## src/rtl/cpu_pkg.sv

```systemverilog
// ----------------------------------------------------------------------------
// cpu_pkg
// Shared definitions for the multicycle datapath: the multiply/divide unit
// state encoding, its operation select codes and the default datapath width.
// Optional feature macro used by the units that import this package:
//   MULT_DIV_SIGNED_EN - two's complement mult/div instead of unsigned.
// ----------------------------------------------------------------------------
package cpu_pkg;

    // Default operand/result width of the datapath.
    localparam int MDU_WIDTH_DEFAULT = 32;

    // Operation select driven by the control unit.
    localparam logic MDU_OP_MULT = 1'b0;
    localparam logic MDU_OP_DIV  = 1'b1;

    // Multiply/divide unit sequencing states.
    typedef enum logic [1:0] {
        IDLE   = 2'd0,
        CALC   = 2'd1,
        FINISH = 2'd2
    } mdu_state_t;

endpackage

```

## src/rtl/mdu_sign_fix.sv

```systemverilog
// ----------------------------------------------------------------------------
// mdu_sign_fix
// Combinational sign handling for mult_div_unit.
//   Entry side : a, b            -> a_abs, b_abs (magnitudes), neg_res (a^b
//                                   sign), neg_rem (sign of a).
//   Exit side  : op, neg_res_q, neg_rem_q, raw_hi, raw_lo (unsigned result)
//                                -> fix_hi, fix_lo (sign-corrected result).
// With MULT_DIV_SIGNED_EN undefined all of this collapses to wires: the
// magnitudes are the operands, the sign flags are zero and the result passes
// through untouched.
// ----------------------------------------------------------------------------
module mdu_sign_fix
    import cpu_pkg::*;
#(
    parameter int WIDTH = MDU_WIDTH_DEFAULT
) (
    input  logic [WIDTH-1:0] a,
    input  logic [WIDTH-1:0] b,
    output logic [WIDTH-1:0] a_abs,
    output logic [WIDTH-1:0] b_abs,
    output logic             neg_res,
    output logic             neg_rem,
    input  logic             op,
    input  logic             neg_res_q,
    input  logic             neg_rem_q,
    input  logic [WIDTH-1:0] raw_hi,
    input  logic [WIDTH-1:0] raw_lo,
    output logic [WIDTH-1:0] fix_hi,
    output logic [WIDTH-1:0] fix_lo
);

`ifdef MULT_DIV_SIGNED_EN

    localparam logic [WIDTH-1:0]   ONE_W  = WIDTH'(1);
    localparam logic [2*WIDTH-1:0] ONE_2W = (2*WIDTH)'(1);

    logic [2*WIDTH-1:0] prod_neg_s;

    // Operand magnitudes and result signs captured on entry.
    always_comb begin
        if (a[WIDTH-1]) begin
            a_abs = ~a + ONE_W;
        end else begin
            a_abs = a;
        end
        if (b[WIDTH-1]) begin
            b_abs = ~b + ONE_W;
        end else begin
            b_abs = b;
        end
        neg_res = a[WIDTH-1] ^ b[WIDTH-1];
        neg_rem = a[WIDTH-1];
    end

    // The product is negated as one 2*WIDTH value so the borrow crosses words.
    assign prod_neg_s = ~{raw_hi, raw_lo} + ONE_2W;

    // Sign correction applied to the finished result.
    always_comb begin
        fix_hi = raw_hi;
        fix_lo = raw_lo;
        if (op == MDU_OP_MULT) begin
            if (neg_res_q) begin
                fix_hi = prod_neg_s[2*WIDTH-1:WIDTH];
                fix_lo = prod_neg_s[WIDTH-1:0];
            end else begin
                fix_hi = raw_hi;
                fix_lo = raw_lo;
            end
        end else begin
            // MIN_INT / -1 wraps back to MIN_INT here without any flag.
            if (neg_res_q) begin
                fix_lo = ~raw_lo + ONE_W;
            end else begin
                fix_lo = raw_lo;
            end
            if (neg_rem_q) begin
                fix_hi = ~raw_hi + ONE_W;
            end else begin
                fix_hi = raw_hi;
            end
        end
    end

`else

    logic unused_sign_s;

    assign a_abs         = a;
    assign b_abs         = b;
    assign neg_res       = 1'b0;
    assign neg_rem       = 1'b0;
    assign fix_hi        = raw_hi;
    assign fix_lo        = raw_lo;
    assign unused_sign_s = ^{op, neg_res_q, neg_rem_q};

`endif

endmodule

```

## src/rtl/mult_div_unit.sv

```systemverilog
// ----------------------------------------------------------------------------
// mult_div_unit
// Iterative multiply/divide unit. A start pulse in IDLE latches the operand
// magnitudes, then WIDTH iterations of shift-add multiply or restoring divide
// run one per cycle, followed by one FINISH cycle that sign-corrects, writes
// HI/LO and pulses done.
// Ports:
//   clk, reset      clock; synchronous active-high reset
//   start, op       request pulse (IDLE only); 0 = multiply, 1 = divide
//   a, b            operands (multiplicand/dividend, multiplier/divisor)
//   busy            high from the start edge through the FINISH cycle
//   done            one-cycle pulse when hi/lo are valid
//   hi, lo          product high/low word, or remainder/quotient
//   div_zero        last accepted divide had b == 0 (hi/lo left unchanged)
// Macro: MULT_DIV_SIGNED_EN selects two's complement operation (mult/div);
// without it the unit is unsigned (multu/divu). Timing is identical.
// ----------------------------------------------------------------------------
module mult_div_unit
    import cpu_pkg::*;
#(
    parameter int WIDTH = MDU_WIDTH_DEFAULT
) (
    input  logic             clk,
    input  logic             reset,
    input  logic             start,
    input  logic             op,
    input  logic [WIDTH-1:0] a,
    input  logic [WIDTH-1:0] b,
    output logic             busy,
    output logic             done,
    output logic [WIDTH-1:0] hi,
    output logic [WIDTH-1:0] lo,
    output logic             div_zero
);

    localparam int               CNT_W    = $clog2(WIDTH);
    localparam logic [CNT_W-1:0] CNT_LAST = CNT_W'(WIDTH - 1);
    localparam logic [CNT_W-1:0] CNT_ONE  = CNT_W'(1);

    mdu_state_t       state_q, state_d;
    logic [CNT_W-1:0] cnt_q, cnt_d;
    // acc: multiply accumulator (with carry bit) or divide partial remainder.
    logic [WIDTH:0]   acc_q, acc_d;
    // lo_work: multiplier being shifted out, or dividend/quotient.
    logic [WIDTH-1:0] lo_work_q, lo_work_d;
    // opnd: multiplicand magnitude or divisor magnitude.
    logic [WIDTH-1:0] opnd_q, opnd_d;
    logic             op_q, op_d;
    logic             neg_res_q, neg_res_d;
    logic             neg_rem_q, neg_rem_d;
    logic             dz_q, dz_d;
    logic             busy_q, busy_d;
    logic             done_q, done_d;
    logic [WIDTH-1:0] hi_q, hi_d;
    logic [WIDTH-1:0] lo_q, lo_d;
    logic             div_zero_q, div_zero_d;

    logic [WIDTH-1:0] a_abs_s, b_abs_s;
    logic             neg_res_s, neg_rem_s;
    logic [WIDTH-1:0] fix_hi_s, fix_lo_s;
    logic [WIDTH-1:0] addend_s;
    logic [WIDTH:0]   mul_sum_s;
    logic [WIDTH:0]   div_shift_s;
    logic [WIDTH:0]   div_trial_s;

    mdu_sign_fix #(
        .WIDTH (WIDTH)
    ) u_sign_fix (
        .a         (a),
        .b         (b),
        .a_abs     (a_abs_s),
        .b_abs     (b_abs_s),
        .neg_res   (neg_res_s),
        .neg_rem   (neg_rem_s),
        .op        (op_q),
        .neg_res_q (neg_res_q),
        .neg_rem_q (neg_rem_q),
        .raw_hi    (acc_q[WIDTH-1:0]),
        .raw_lo    (lo_work_q),
        .fix_hi    (fix_hi_s),
        .fix_lo    (fix_lo_s)
    );

    // Datapath for one multiply or divide iteration.
    always_comb begin
        if (lo_work_q[0]) begin
            addend_s = opnd_q;
        end else begin
            addend_s = '0;
        end
        mul_sum_s   = acc_q + {1'b0, addend_s};
        div_shift_s = {acc_q[WIDTH-1:0], lo_work_q[WIDTH-1]};
        div_trial_s = div_shift_s - {1'b0, opnd_q};
    end

    // Next-state and next-register logic of the sequencer.
    always_comb begin
        state_d    = state_q;
        cnt_d      = cnt_q;
        acc_d      = acc_q;
        lo_work_d  = lo_work_q;
        opnd_d     = opnd_q;
        op_d       = op_q;
        neg_res_d  = neg_res_q;
        neg_rem_d  = neg_rem_q;
        dz_d       = dz_q;
        busy_d     = busy_q;
        done_d     = 1'b0;
        hi_d       = hi_q;
        lo_d       = lo_q;
        div_zero_d = div_zero_q;

        case (state_q)
            IDLE: begin
                if (start) begin
                    op_d       = op;
                    neg_res_d  = neg_res_s;
                    neg_rem_d  = neg_rem_s;
                    acc_d      = '0;
                    cnt_d      = '0;
                    div_zero_d = 1'b0;
                    busy_d     = 1'b1;
                    if (op == MDU_OP_DIV) begin
                        lo_work_d = a_abs_s;
                        opnd_d    = b_abs_s;
                    end else begin
                        lo_work_d = b_abs_s;
                        opnd_d    = a_abs_s;
                    end
                    // A zero divisor skips the iterations entirely.
                    if ((op == MDU_OP_DIV) && (b == '0)) begin
                        dz_d    = 1'b1;
                        state_d = FINISH;
                    end else begin
                        dz_d    = 1'b0;
                        state_d = CALC;
                    end
                end else begin
                    state_d = IDLE;
                end
            end

            CALC: begin
                if (op_q == MDU_OP_MULT) begin
                    // Shift {acc, mplier} right, the add's carry re-enters acc.
                    acc_d     = {1'b0, mul_sum_s[WIDTH:1]};
                    lo_work_d = {mul_sum_s[0], lo_work_q[WIDTH-1:1]};
                end else begin
                    // Restoring step: keep the shifted remainder if the trial
                    // subtraction went negative, otherwise take the difference.
                    if (div_trial_s[WIDTH]) begin
                        acc_d     = div_shift_s;
                        lo_work_d = {lo_work_q[WIDTH-2:0], 1'b0};
                    end else begin
                        acc_d     = div_trial_s;
                        lo_work_d = {lo_work_q[WIDTH-2:0], 1'b1};
                    end
                end
                if (cnt_q == CNT_LAST) begin
                    cnt_d   = '0;
                    state_d = FINISH;
                end else begin
                    cnt_d   = cnt_q + CNT_ONE;
                    state_d = CALC;
                end
            end

            FINISH: begin
                if (dz_q) begin
                    hi_d = hi_q;
                    lo_d = lo_q;
                end else begin
                    hi_d = fix_hi_s;
                    lo_d = fix_lo_s;
                end
                div_zero_d = dz_q;
                done_d     = 1'b1;
                busy_d     = 1'b0;
                state_d    = IDLE;
            end

            default: begin
                busy_d  = 1'b0;
                cnt_d   = '0;
                state_d = IDLE;
            end
        endcase
    end

    // State and datapath registers with synchronous reset.
    always_ff @(posedge clk) begin
        if (reset) begin
            state_q    <= IDLE;
            cnt_q      <= '0;
            acc_q      <= '0;
            lo_work_q  <= '0;
            opnd_q     <= '0;
            op_q       <= MDU_OP_MULT;
            neg_res_q  <= 1'b0;
            neg_rem_q  <= 1'b0;
            dz_q       <= 1'b0;
            busy_q     <= 1'b0;
            done_q     <= 1'b0;
            hi_q       <= '0;
            lo_q       <= '0;
            div_zero_q <= 1'b0;
        end else begin
            state_q    <= state_d;
            cnt_q      <= cnt_d;
            acc_q      <= acc_d;
            lo_work_q  <= lo_work_d;
            opnd_q     <= opnd_d;
            op_q       <= op_d;
            neg_res_q  <= neg_res_d;
            neg_rem_q  <= neg_rem_d;
            dz_q       <= dz_d;
            busy_q     <= busy_d;
            done_q     <= done_d;
            hi_q       <= hi_d;
            lo_q       <= lo_d;
            div_zero_q <= div_zero_d;
        end
    end

    assign busy     = busy_q;
    assign done     = done_q;
    assign hi       = hi_q;
    assign lo       = lo_q;
    assign div_zero = div_zero_q;

endmodule

```

## config.mk

```make
export PLATFORM = sky130hd
export DESIGN_NAME = mult_div_unit
export DESIGN_NICKNAME = d
export VERILOG_FILES = /design/src/rtl/cpu_pkg.sv /design/src/rtl/mdu_sign_fix.sv /design/src/rtl/mult_div_unit.sv
export SDC_FILE = /design/constraint.sdc
export NUM_CORES = 1
export LEC_CHECK = 0
export ABC_AREA = 1
export CAP_MARGIN = 5
export CORE_MARGIN = 5
export CORE_UTILIZATION = 45
export CTS_CLUSTER_DIAMETER = 80
export DETAILED_ROUTE_END_ITERATION = 6
export HOLD_SLACK_MARGIN = 0.15
export PLACE_DENSITY_LB_ADDON = 0.1
export SYNTH_ARGS = -nofsm -noshare
export SYNTH_HDL_FRONTEND = slang
export SYNTH_SLANG_ARGS = --single-unit
```

## constraint.sdc

```tcl
create_clock -name clk -period 2.8 [get_ports clk]
set_clock_uncertainty 0.15 [all_clocks]
set_input_delay 0.7 -clock clk [delete_from_list [all_inputs] [get_ports clk]]
set_output_delay 0.7 -clock clk [all_outputs]
set_load 0.02 [all_outputs]
```

==> results.yml <==
logic_synthesis:
  syn_nets: 2386
  ys.flop_type: "dfxtp_1"
  synth-seq-area-share_pct: 26.2
  synth_warnings: 0
  synth_area_sq_um: 13200
  syn_avg_cell_area_sq_um: 5.87
  syn_inst: 2249
  yosysUniqueCellTypes: 41
  async_reset_ff_share_pct: 0
  synth_edf_count: 0
  synth-seq-cells: 173
route:
  finalWirelength_mm: 49.9
  vias: 15121
  dr.pass1.iters: 5
  drc: 0
  first_iter_violations: 1232
  post_drt_via_cell_ratio: 5.22
  wl_per_cell_microns: 17.2
  detail-route-antenna-nets: 0
finish:
  final_common_cell: "nand2_1"
  area_growth_pct: 33.0
  antenna_cells: 0
  regArea_sq_um: 3520
  stdcell_area_sq_um: 17600
  fill_cells: 2867
  multiInputGateArea_sq_um: 8480
  layout.nets: 2638
  drive_above_1_share_pct: 18.5
  final_cells: 2897
  layout_common_cells: "nand2_1 (543), inv_1 (362), a21oi_1 (212)"
floorplan:
  die_w_microns: 181
  rows: 62
  io_pins: 135
  core_area_sq_um: 28900
  initial_core_util_pct: 45.7
  die_h_microns: 181
  dieArea_sq_um: 32800
global_routing:
  antenna_found_initial: 0
  grt.total_usage_pct: 29.3
  grt_max_degree: 83
  grt_overflow: 0
  grt_pass1_vias: 14510
  grt_pass1_wl_mm: 77.8
place:
  dp_hpwl_mm: 37.6
  routabilityCongestion: 0.928
  place_inst: 2845
  port_buffers: 134
  post-place-ws_ns: -0.198
  placed_area_sq_um: 16000
clock_network:
  clkTransAtPathRegs_ns: 0.07
  clk_latency_ns: 0.45
  clock_sinks: 173
  cts_htree_levels: 4
  cts_tree: "yes"
  cts-root-buf: "clkbuf_16"
  cts_buffers: 17
  holdBufCountCts: 0
  clockBufferDepth: 2
hold_path:
  min_path_cells: 2
  hold_class: "flip-flop to flip-flop"
setup_path:
  cp-end-kind: "flip-flop"
  slowest_delay_ns: 0.34
  cp_common_cell: "a21oi_2"
  cp_max_fo: 6
  rr_worst_depth: 18
  slowest_stage: "dfxtp_2"
  path_cells: "inv_2 -> ha_4 -> a21oi_2 -> inv_1 -> a21oi_2 -> o21ai_2 -> a21oi_2 -> nand2_2 -> a21oi_2 -> o21bai_1 -> ha_4 -> clkinv_8 -> buf_12 -> a21oi_2 -> o21ai_1 -> o211ai_1 -> o211ai_1 -> a21oi_1"
  crit_path_start_kind: "flip-flop"
  cp.required_ns: 3.01
  worstPathArrival_ns: 3.10
  reg2reg_slack_ns: -0.08
  path_class: "flip-flop to flip-flop"
timing:
  finalWorstSetupSlack_ns: -0.0844
  tightest_slew_ns: 1.08
  finalCritPeriodShare_pct: 103
  maxSlewHeadroom_pct: 27.9
  setup_tns_ns: -0.413
  final_hold_viol_count: 0
  rsz0062_at_grt: "yes"
  setup_viol: 16
  fin_crit_ns: 2.88
  drv_slew: 0
  fmax_mhz: 347
power:
  powerDensity_nw_per_um2: 454
  leakagePower_nw: 8.78
  peakVddDrop_mv: 0.394
  finalPower_w: 0.00798
run_status:
  violations: "setup timing"
  status: "finished with violations"
flow_run:
  cap_violations: 0
-- state kept, by name, indices dropped and copies added (netlist names), 2 cells and up --
| register | cells |
|---|---|
| opnd_q | 32 |
| lo_work_q | 32 |
| state_q | 2 |
| cnt_q | 5 |
| lo | 32 |
| acc_q | 33 |
| hi | 32 |
-- cells by family (layout without fill, tap and decap cells) --
family	count (synthesis)	in the layout	synth area share [%]
AND/OR/NAND/NOR	965	965	30.8
buffers and inverters	488	752	14.1
adder cells (fa/ha/maj)	69	69	6.66
AO/OA/AOI/OAI	541	541	21.4
flip-flops	173	173	26.2
XOR/XNOR	13	13	0.863
-- critical path, delay by kind of cell, from the launching register on --
family,cells,cell delay [ns]
compound gates,11,1.29
fa+ha+maj,2,0.56
buf+inv,4,0.36
flops,1,0.34
simple gates,1,0.09
-- synthesized netlist by cell type, types with 10 or more instances --
library cell    n  share of area [%]
dfxtp_1       173                 26
o21ai_0       222                8.4
nand4_1        17               0.81
inv_2          14               0.40
inv_1         377                 11
a31oi_1        18               0.85
clkbuf_1       70                2.0
buf_2          20               0.76
nor2_2         14               0.66
nor2_1        203                5.8
o21ai_1        25               0.95
nand2_1       563                 16
ha_1           67                6.4
xnor2_1        10               0.66
a21oi_1       241                9.1
nand2_2        28                1.3
nand3_1        95                3.6
-- per-stage QoR --
stage,utilization (%),hold slack [ns]
after global routing,60.8,0.351
after CTS,59.6,0.317
after detailed placement,55.6,0.307
after floorplan,-,0.295
final,60.8,0.316
after global placement,55.6,0.303
-- repair_timing --
action	4_1_cts	5_1_grt
pin swaps	20	18
cloned	1	3
setup endpoints to repair	33	33
resized for setup	98	99
setup buffers	14	4
-- power by group --
part / switching (W) / internal, W
Sequential: 0.0000960 / 0.00259
Clock: 0.00116 / 0.00130
Combinational: 0.00166 / 0.00118
-- area by class of cell --
cell class	instances	area share (%)
clock inverters	12	0.727
flip-flops and latches	173	20.1
clock buffers	19	2.58
multi-input cells	1588	48.3
well taps	384	2.74
repair buffers	328	17.1
inverters	393	8.47
-- routing by layer --
| layer | routed length [microns] | track usage, % | vias up |
|---|---|---|---|
| met5 | 0 | 0 | - |
| met4 | 1350 | 8.62 | 0 |
| met3 | 3360 | 4.44 | 82 |
| met2 | 22000 | 46.0 | 529 |
| met1 | 23200 | 41.6 | 6861 |
| li1 | - | - | 7649 |
-- path summary, 6_finish.rpt --
path / from / to
worst max register to register: opnd_q[29] / acc_q[2]
worst min-delay path: cnt_q[3] / cnt_q[3]
worst max-delay path: opnd_q[29] / acc_q[2]
worst min register to register: cnt_q[3] / cnt_q[3]
Note: power is estimated with default switching activity, not from simulation.
